File: config.mk
export PLATFORM = sky130hd
export DESIGN_NAME = muldiv_unit
export DESIGN_NICKNAME = d
export VERILOG_FILES = /design/src/rtl/muldiv_unit.sv
export SDC_FILE = /design/constraint.sdc
export NUM_CORES = 1
export LEC_CHECK = 0
export BUFFER_PORTS_ARGS = -buffer_cell sky130_fd_sc_hd__buf_2
export CORE_MARGIN = 5
export CORE_UTILIZATION = 30
export CTS_BUF_LIST = sky130_fd_sc_hd__clkbuf_4 sky130_fd_sc_hd__clkbuf_8
export DETAILED_ROUTE_END_ITERATION = 6
export REMOVE_ABC_BUFFERS = 1
export SLEW_MARGIN = 20
export SYNTH_ARGS = -nofsm -noshare
export SYNTH_HDL_FRONTEND = slang
export SYNTH_SLANG_ARGS = --single-unit
File: constraint.sdc
create_clock -name clk -period 7.8 [get_ports clk]
set_input_delay 0.39 -clock clk [delete_from_list [all_inputs] [get_ports clk]]
set_output_delay 0.39 -clock clk [all_outputs]
set_load 0.03 [all_outputs]
File: src/rtl/muldiv_unit.sv
// Iterative multiply/divide unit: one shift-add or restoring shift-subtract step
// per cycle over magnitudes, followed by a sign fix-up pass and a result-register cycle.
module muldiv_unit #(
   parameter int WIDTH = 32
) (
   input  logic             clk,
   input  logic             reset,
   input  logic             start,
   input  logic [1:0]       op,
   input  logic [WIDTH-1:0] A,
   input  logic [WIDTH-1:0] B,
   output logic             busy,
   output logic             done,
   output logic [WIDTH-1:0] hi,
   output logic [WIDTH-1:0] lo,
   output logic             z,
   output logic             n,
   output logic             dz
);

   localparam int CW = $clog2(WIDTH + 1);
   localparam logic [CW-1:0] LAST = CW'(WIDTH);

   typedef enum logic [1:0] {IDLE, RUN, FIN} state_t;

   state_t           state, state_nx;
   logic [CW-1:0]    cnt;
   logic             is_div;
   logic             sign_a, sign_b;
   logic [WIDTH:0]   mag_a, mag_b;
   logic [WIDTH:0]   rem;
   logic [WIDTH-1:0] quo;

   logic load, step, fixup, finish;

   // ---------------- control ----------------
   always_ff @(posedge clk or posedge reset) begin
      if (reset) state <= IDLE;
      else       state <= state_nx;
   end

   always_comb begin
      state_nx = state;
      busy     = 1'b0;
      load     = 1'b0;
      step     = 1'b0;
      fixup    = 1'b0;
      finish   = 1'b0;
      unique case (state)
         IDLE: if (start) begin
            load     = 1'b1;
            state_nx = RUN;
         end
         RUN: begin
            busy = 1'b1;
            // The final count slot applies sign correction instead of iterating.
            if (cnt == LAST) begin
               fixup    = 1'b1;
               state_nx = FIN;
            end else begin
               step = 1'b1;
            end
         end
         FIN: begin
            busy     = 1'b1;
            finish   = 1'b1;
            state_nx = IDLE;
         end
         default: state_nx = IDLE;
      endcase
   end

   // ---------------- operand magnitudes ----------------
   logic [WIDTH:0] a_ext, b_ext, a_abs, b_abs;

   always_comb begin
      a_ext = {op[0] & A[WIDTH-1], A};
      b_ext = {op[0] & B[WIDTH-1], B};
      a_abs = a_ext[WIDTH] ? -a_ext : a_ext;
      b_abs = b_ext[WIDTH] ? -b_ext : b_ext;
   end

   // ---------------- iteration and fix-up arithmetic ----------------
   logic [WIDTH:0]     mul_sum, div_sh, div_diff;
   logic               div_ge, neg_q;
   logic [2*WIDTH-1:0] prod, prod_fix;
   logic [WIDTH-1:0]   quo_fix, rem_fix, fix_hi, fix_lo;

   always_comb begin
      mul_sum  = rem + (quo[0] ? mag_a : '0);
      div_sh   = {rem[WIDTH-1:0], quo[WIDTH-1]};
      div_ge   = (div_sh >= mag_b);
      div_diff = div_sh - mag_b;

      neg_q    = sign_a ^ sign_b;
      prod     = {rem[WIDTH-1:0], quo};
      prod_fix = neg_q ? -prod : prod;
      quo_fix  = neg_q ? -quo : quo;
      rem_fix  = sign_a ? -rem[WIDTH-1:0] : rem[WIDTH-1:0];

      if (is_div) begin
         // With a zero divisor every trial subtract succeeds, so the remainder
         // already rebuilds the dividend; only the quotient is forced.
         fix_hi = rem_fix;
         fix_lo = (mag_b == '0) ? '1 : quo_fix;
      end else begin
         fix_hi = prod_fix[2*WIDTH-1:WIDTH];
         fix_lo = prod_fix[WIDTH-1:0];
      end
   end

   // ---------------- datapath ----------------
   // NOTE: every register here, including operand storage, is reset so that an
   // aborted operation leaves nothing behind; state updates use <= throughout.
   always_ff @(posedge clk or posedge reset) begin
      if (reset) begin
         cnt    <= '0;
         is_div <= 1'b0;
         sign_a <= 1'b0;
         sign_b <= 1'b0;
         mag_a  <= '0;
         mag_b  <= '0;
         rem    <= '0;
         quo    <= '0;
      end else if (load) begin
         cnt    <= '0;
         is_div <= op[1];
         sign_a <= a_ext[WIDTH];
         sign_b <= b_ext[WIDTH];
         mag_a  <= a_abs;
         mag_b  <= b_abs;
         rem    <= '0;
         // Multiply shifts the multiplier out of quo; divide shifts the dividend out.
         quo    <= op[1] ? a_abs[WIDTH-1:0] : b_abs[WIDTH-1:0];
      end else if (step) begin
         cnt <= cnt + 1'b1;
         if (is_div) begin
            rem <= div_ge ? div_diff : div_sh;
            quo <= {quo[WIDTH-2:0], div_ge};
         end else begin
            rem <= mul_sum >> 1;
            quo <= {mul_sum[0], quo[WIDTH-1:1]};
         end
      end else if (fixup) begin
         rem <= {1'b0, fix_hi};
         quo <= fix_lo;
      end
   end

   // ---------------- result registers ----------------
   always_ff @(posedge clk or posedge reset) begin
      if (reset) begin
         done <= 1'b0;
         hi   <= '0;
         lo   <= '0;
         z    <= 1'b0;
         n    <= 1'b0;
         dz   <= 1'b0;
      end else begin
         done <= finish;
         if (finish) begin
            hi <= rem[WIDTH-1:0];
            lo <= quo;
            z  <= is_div ? (quo == '0) : ({rem[WIDTH-1:0], quo} == '0);
            n  <= is_div ? quo[WIDTH-1] : rem[WIDTH-1];
            dz <= is_div & (mag_b == '0);
         end
      end
   end

endmodule

Word level (Yosys, flattened, before mapping)
Index checks and enable logic that the tools add are counted.

Register bits: 210. Input port bits: 69. Word-level logic and storage cells: 81.

Add/sub/neg operators: 8. $lt $le $gt $ge: 1. Equal/unequal tests: 6. Muxes and demuxes: 34. Bitwise logic cells: 4. Reduce and logical (&&, ||, !) cells: 12.

Operators with widths (count): $mux W32 (10); $mux W33 (8); $neg A33 Y33 (2); $logic_not A64 Y1 (1); $mux W64 (1); $neg A32 Y32 (2); $neg A64 Y64 (1); $add A33 B33 Y33 (1); $ge A33 B33 Y1 (1); $logic_not A33 Y1 (1); $sub A33 B33 Y33 (1); $logic_not A32 Y1 (1); $mux W6 (2); $mux W1 (10); $reduce_bool A4 Y1 (2); $add A6 B1 Y6 const B (1); $eq A6 B6 Y1 const B (1); $reduce_and A3 Y1 (2); $mux W2 (2); $ne A2 B2 Y1 const B (2); $ne A4 B1 Y1 const B (1); $pmux W2 S2 (1); $and A1 B1 Y1 (3); $reduce_bool A3 Y1 (1); 7 further kinds (7).

Logic depth before layout (Yosys ltp)
Word-level depth: 7. Depth in mapped cells: 16. Mapped depth without buffers: 14.

Least setup slack after synthesis
OpenSTA, ideal clock, no wires.

Kind: reg-to-reg. Start point: register quo[0]. End point: register rem[27]. Setup time: 0.136 ns. Arrival: 3.299 ns. Path slack: 4.365 ns. Stages on the path, launching flop included: 17. Period minus slack after synthesis: 3.435 ns. Cells stage by stage: dfrtp_1 > clkbuf_1 > clkbuf_1 > and2_1 > ha_1 > inv_1 > fa_1 > nand2b_1 > a21oi_1 > o21ai_0 > a21oi_1 > a31oi_1 > or3_1 > nand2_1 > xor2_1 > a2111oi_0 > nor3_1.

Word-level cells in the longest chain between the ends: 6.

Ends and longest elaborated chain: from (decl) (line 32) `logic [WIDTH-1:0] quo;`; from (signal assigned) (line 134) `quo <= op[1] ? a_abs[WIDTH-1:0] : b_abs[WIDTH-1:0];`; from (signal assigned) (line 139) `quo <= {quo[WIDTH-2:0], div_ge};`; from (signal assigned) (line 142) `quo <= {mul_sum[0], quo[WIDTH-1:1]};`; $neg A64 Y64 (line 97) `prod_fix = neg_q ? -prod : prod;`; $mux W64 (line 97); $mux W32 (line 101) `if (is_div) begin`; $mux W33 (line 144) `end else if (fixup) begin`; $mux W33 * (line 135) `end else if (step) begin`; $mux W33 * (line 125) `end else if (load) begin`; to (signal assigned) (line 138) `rem <= div_ge ? div_diff : div_sh;`; to (signal assigned) (line 141) `rem <= mul_sum >> 1;`; to (signal assigned) (line 145) `rem <= {1'b0, fix_hi};`; to (decl) (line 31) `logic [WIDTH:0] rem;`.

Every way passes the cells marked *; elsewhere a longest branch is shown, timed or not. The select of a mux whose other input is x is not followed. A chain may end at the register's enable or synchronous reset.

Worst setup path in the final report
Start point: register rem[17]. End point: register rem[12].

Word-level cells in the longest chain between the ends: 5.

Ends and longest elaborated chain: $ge A33 B33 Y1 (line 92) `div_ge = (div_sh >= mag_b);`; $mux W33 (line 138); $mux W33 (line 137) `if (is_div) begin`; $mux W33 (line 135); $mux W33 (line 125).

No other way between the ends.

==> flow_summary.toml <==
[timing]
rsz0062_at_grt = "false"
hold_violations = 0
setup_viol = 0
clock_skew_ps = 22.5
min_period_over_period_pct = 54.6
fin_crit_ps = 4260
setup_slack_ps = 3540
slew_headroom_pct = 19.7
drv_slew = 0
fmax_mhz = 235
final.setup.tns_ps = 0
tightestPinTransition_ps = 1200
finalHoldWorstSlack_ps = 111

[synth]
synth_cells = 1955
avgSynthCellArea_um2 = 8.15
ys_types = 74
ys_seq_elements = 210
synth-edff-count = 0
synth_top_area_share_pct = 33.0
synth_area_leaders = "dfrtp_1 33%, o21ai_0 6.0%, ha_1 5.9%"
synth_warnings = 0
yosys.area.top_type = "dfrtp_1"
syn_area_um2 = 15900
postSynth.asyncResetShare_pct = 100
synth_flop_cell = "dfrtp_1"
ys_seq_area_share_pct = 33.0

[routing]
detailedRoute.firstPassIterationCount = 5
num_vias = 15400
drc = 0
wl_met3_um = 3820
routed_wl_um = 57500
route.detailed.wl_per_inst_um = 20.8
dr.first_iter.drc_count = 1343
top_layer = "met5"
wl_met2_um = 25700
drtAntennaViolNets = 0
met1Wirelength_um = 25800
viasPerCell = 5.57

[pwr]
vdd_drop_max_mv = 0.211
power_density_nw_per_um2 = 522
total_power_mw = 9.51
leakagePower_nw = 7.76

[clock_network]
cts_setup_buffers = 0
hold_buffers = 0
cts.sinks = 210
cts_tree = "done"
cts_root_buffer = "clkbuf_8"
clk_latency_ps = 610
cts_resized = 0
htreeDepth = 2
numCtsBuffers = 42
cts.reportedPaths.clkPinSlew_ps = 60
cts_buffer_depth = 3

[global_routing]
grt_pass1_vias = 14700
grt_overflow = 0
grt_start_max_net_pins = 137
grt_pass1_wl_um = 88200
antenna_found_initial = 1
grtUsageTotal_pct = 19.3

[critical_path]
path_buf_inv = 1
critPathArrivalTime_ps = 4730
worstPathRequired_ps = 8270
start_kind = "register"
endpoint_kind = "register"
path_max_fanout = 36
cpPeakStageDelay_ps = 730
crit_slowest_cell = "a2111oi_0"
r2r_start = "rem[17]"
path_class = "reg2reg"
crit_start = "rem[17]"
path_cells = "ha_1 > a21oi_1 > o21ai_0 > a2111oi_0 > nor2_1 > nor4bb_1 > a211o_2 > buf_4 > nor2_1 > a211oi_1 > a21oi_1 > a221o_1"
cp_top_family = "compound AO/OA/AOI/OAI gates"

[job]
max-cap-violations = 0

[final_layout]
antennaDiodeCount = 0
design_area_um2 = 18200
syn2layout_area_growth_pct = 14.3
final_layout_size_suffix_gt1_share_pct = 15.7
nets = 2192

[floorplan]
die_h_um = 240
die_width_um = 240
ios = 138
die_area_um2 = 57800
floorplan.initialDensity_pct = 30.3
core_um2 = 52600
rows = 84

[placement]
dpl.hpwl_um = 42600
gp_congestion = 0.884
port_buffers = 137
dp_slack_ps = 3320
placed_area_um2 = 17200

[min_path]
hp-start = "A[31]"
hp-class = "in2reg"

[status]
status = "completed"
## cells by family after synthesis
group | after synthesis | synth area share (%)
simple gates | 644 | 19.4
compound gates | 603 | 22.8
flops | 210 | 33.0
buf+inv | 192 | 4.67
xor+xnor | 116 | 6.38
mux | 113 | 7.63
fa+ha+maj | 77 | 6.14
## final timing paths
path	endpoint	slack, ps	cells past startpoint
worst max-delay path	rem[12]	3540	12
worst min-delay path	mag_a[31]	110	3
worst max register to register	rem[12]	3540	12
worst min register to register	mag_a[2]	470	2
max in group asynchronous	is_div	6030	4
min in group asynchronous	lo[10]	470	3
## placed cells by master (no fill, tap or decap), types with 6 or more instances in the layout
cell type	Yosys	final
nor3_1	59	59
nand2_1	213	212
clkbuf_4	0	13
o21a_1	13	13
xor2_1	56	56
nor3b_1	7	7
ha_1	75	74
buf_4	1	18
inv_1	80	79
and2_1	42	41
nand2b_1	16	16
a21o_1	26	26
or4_1	7	7
nor4_1	26	26
a22oi_1	11	11
nand4_1	15	15
dfrtp_1	210	208
and3_1	11	11
a221oi_1	6	6
nor2_1	146	145
or3_1	20	20
nand3_1	47	47
o31ai_1	20	20
mux2i_1	46	46
clkbuf_8	0	56
o21bai_1	10	10
xnor2_1	60	60
buf_2	4	137
o211ai_1	24	24
o221ai_1	7	7
a31oi_1	30	30
o21ai_0	190	189
a21oi_1	187	187
mux2_2	67	67
o22ai_1	8	8
or2_2	6	6
a211oi_1	21	21
## cell usage after synthesis, drive strengths merged, types with 5 or more instances
cell and n:
or2 7, nand3 47, mux2i 46, o21ai 190, and2 42, mux2 67, inv 80, nor4 27
a21oi 187, a31oi 30, o21bai 10, nand2 213, xor2 56, nor2 146, xnor2 60, a22oi 11
or3 22, a2111oi 5, buf 14, o31ai 20, a221oi 7, nand2b 16, nor3b 7, o31a 5
dfrtp 210, o211ai 24, a221o 5, nand4 15, o22ai 8, ha 75, nor2b 5, nor3 61
o21a 13, and3 11, a211oi 21, o221ai 7, a21o 26, or4 8, clkbuf 97
## through the flow
| stage | util [%] | cells |
|---|---|---|
| 6_report | 34.7 | 2763 |
| 5_1_grt | 34.7 | 2763 |
| 2_1_floorplan | - | 1844 |
| 3_3_place_gp | 32.8 | 2688 |
| 4_1_cts | 34.6 | 2761 |
| 3_5_place_dp | 32.8 | 2688 |
## routing by layer
layer  global-route usage [%]  vias to the layer above
li1                         -                     7275
met1                     27.0                     7350
met2                     30.2                      639
met3                     2.90                      117
met4                     7.53                        2
met5                        0                        -
## flip-flops by register name, indices dropped and copies added (netlist names)
signal / count
mag_a: 33
done: 1
is_div: 1
mag_b: 33
dz: 1
z: 1
cnt: 6
hi: 32
state: 2
lo: 32
sign_b: 1
rem: 33
sign_a: 1
n: 1
quo: 32
## worst min-delay path: cells and delay by family
| kind | cells | cell delay [ps] |
|---|---|---|
| buffers and inverters | 1 | 110 |
| AND/OR/NAND/NOR | 1 | 90 |
| AO/OA/AOI/OAI | 1 | 80 |
## layout make-up
| cell class | count | area [µm²] |
|---|---|---|
| fillers | 5489 | 34300 |
| clock inverters | 4 | 72.6 |
| inverters | 81 | 317 |
| clock buffers | 69 | 868 |
| well taps | 688 | 861 |
| repair buffers | 158 | 870 |
| flip-flops and latches | 210 | 5260 |
| multi-input cells | 1553 | 9970 |
## power by group
part	switching (mW)	internal (mW)
clock	0.519	0.763
sequential	0.693	1.62
combinational	3.68	2.23
total	4.89	4.62
Power figures use the tool's default switching activity.
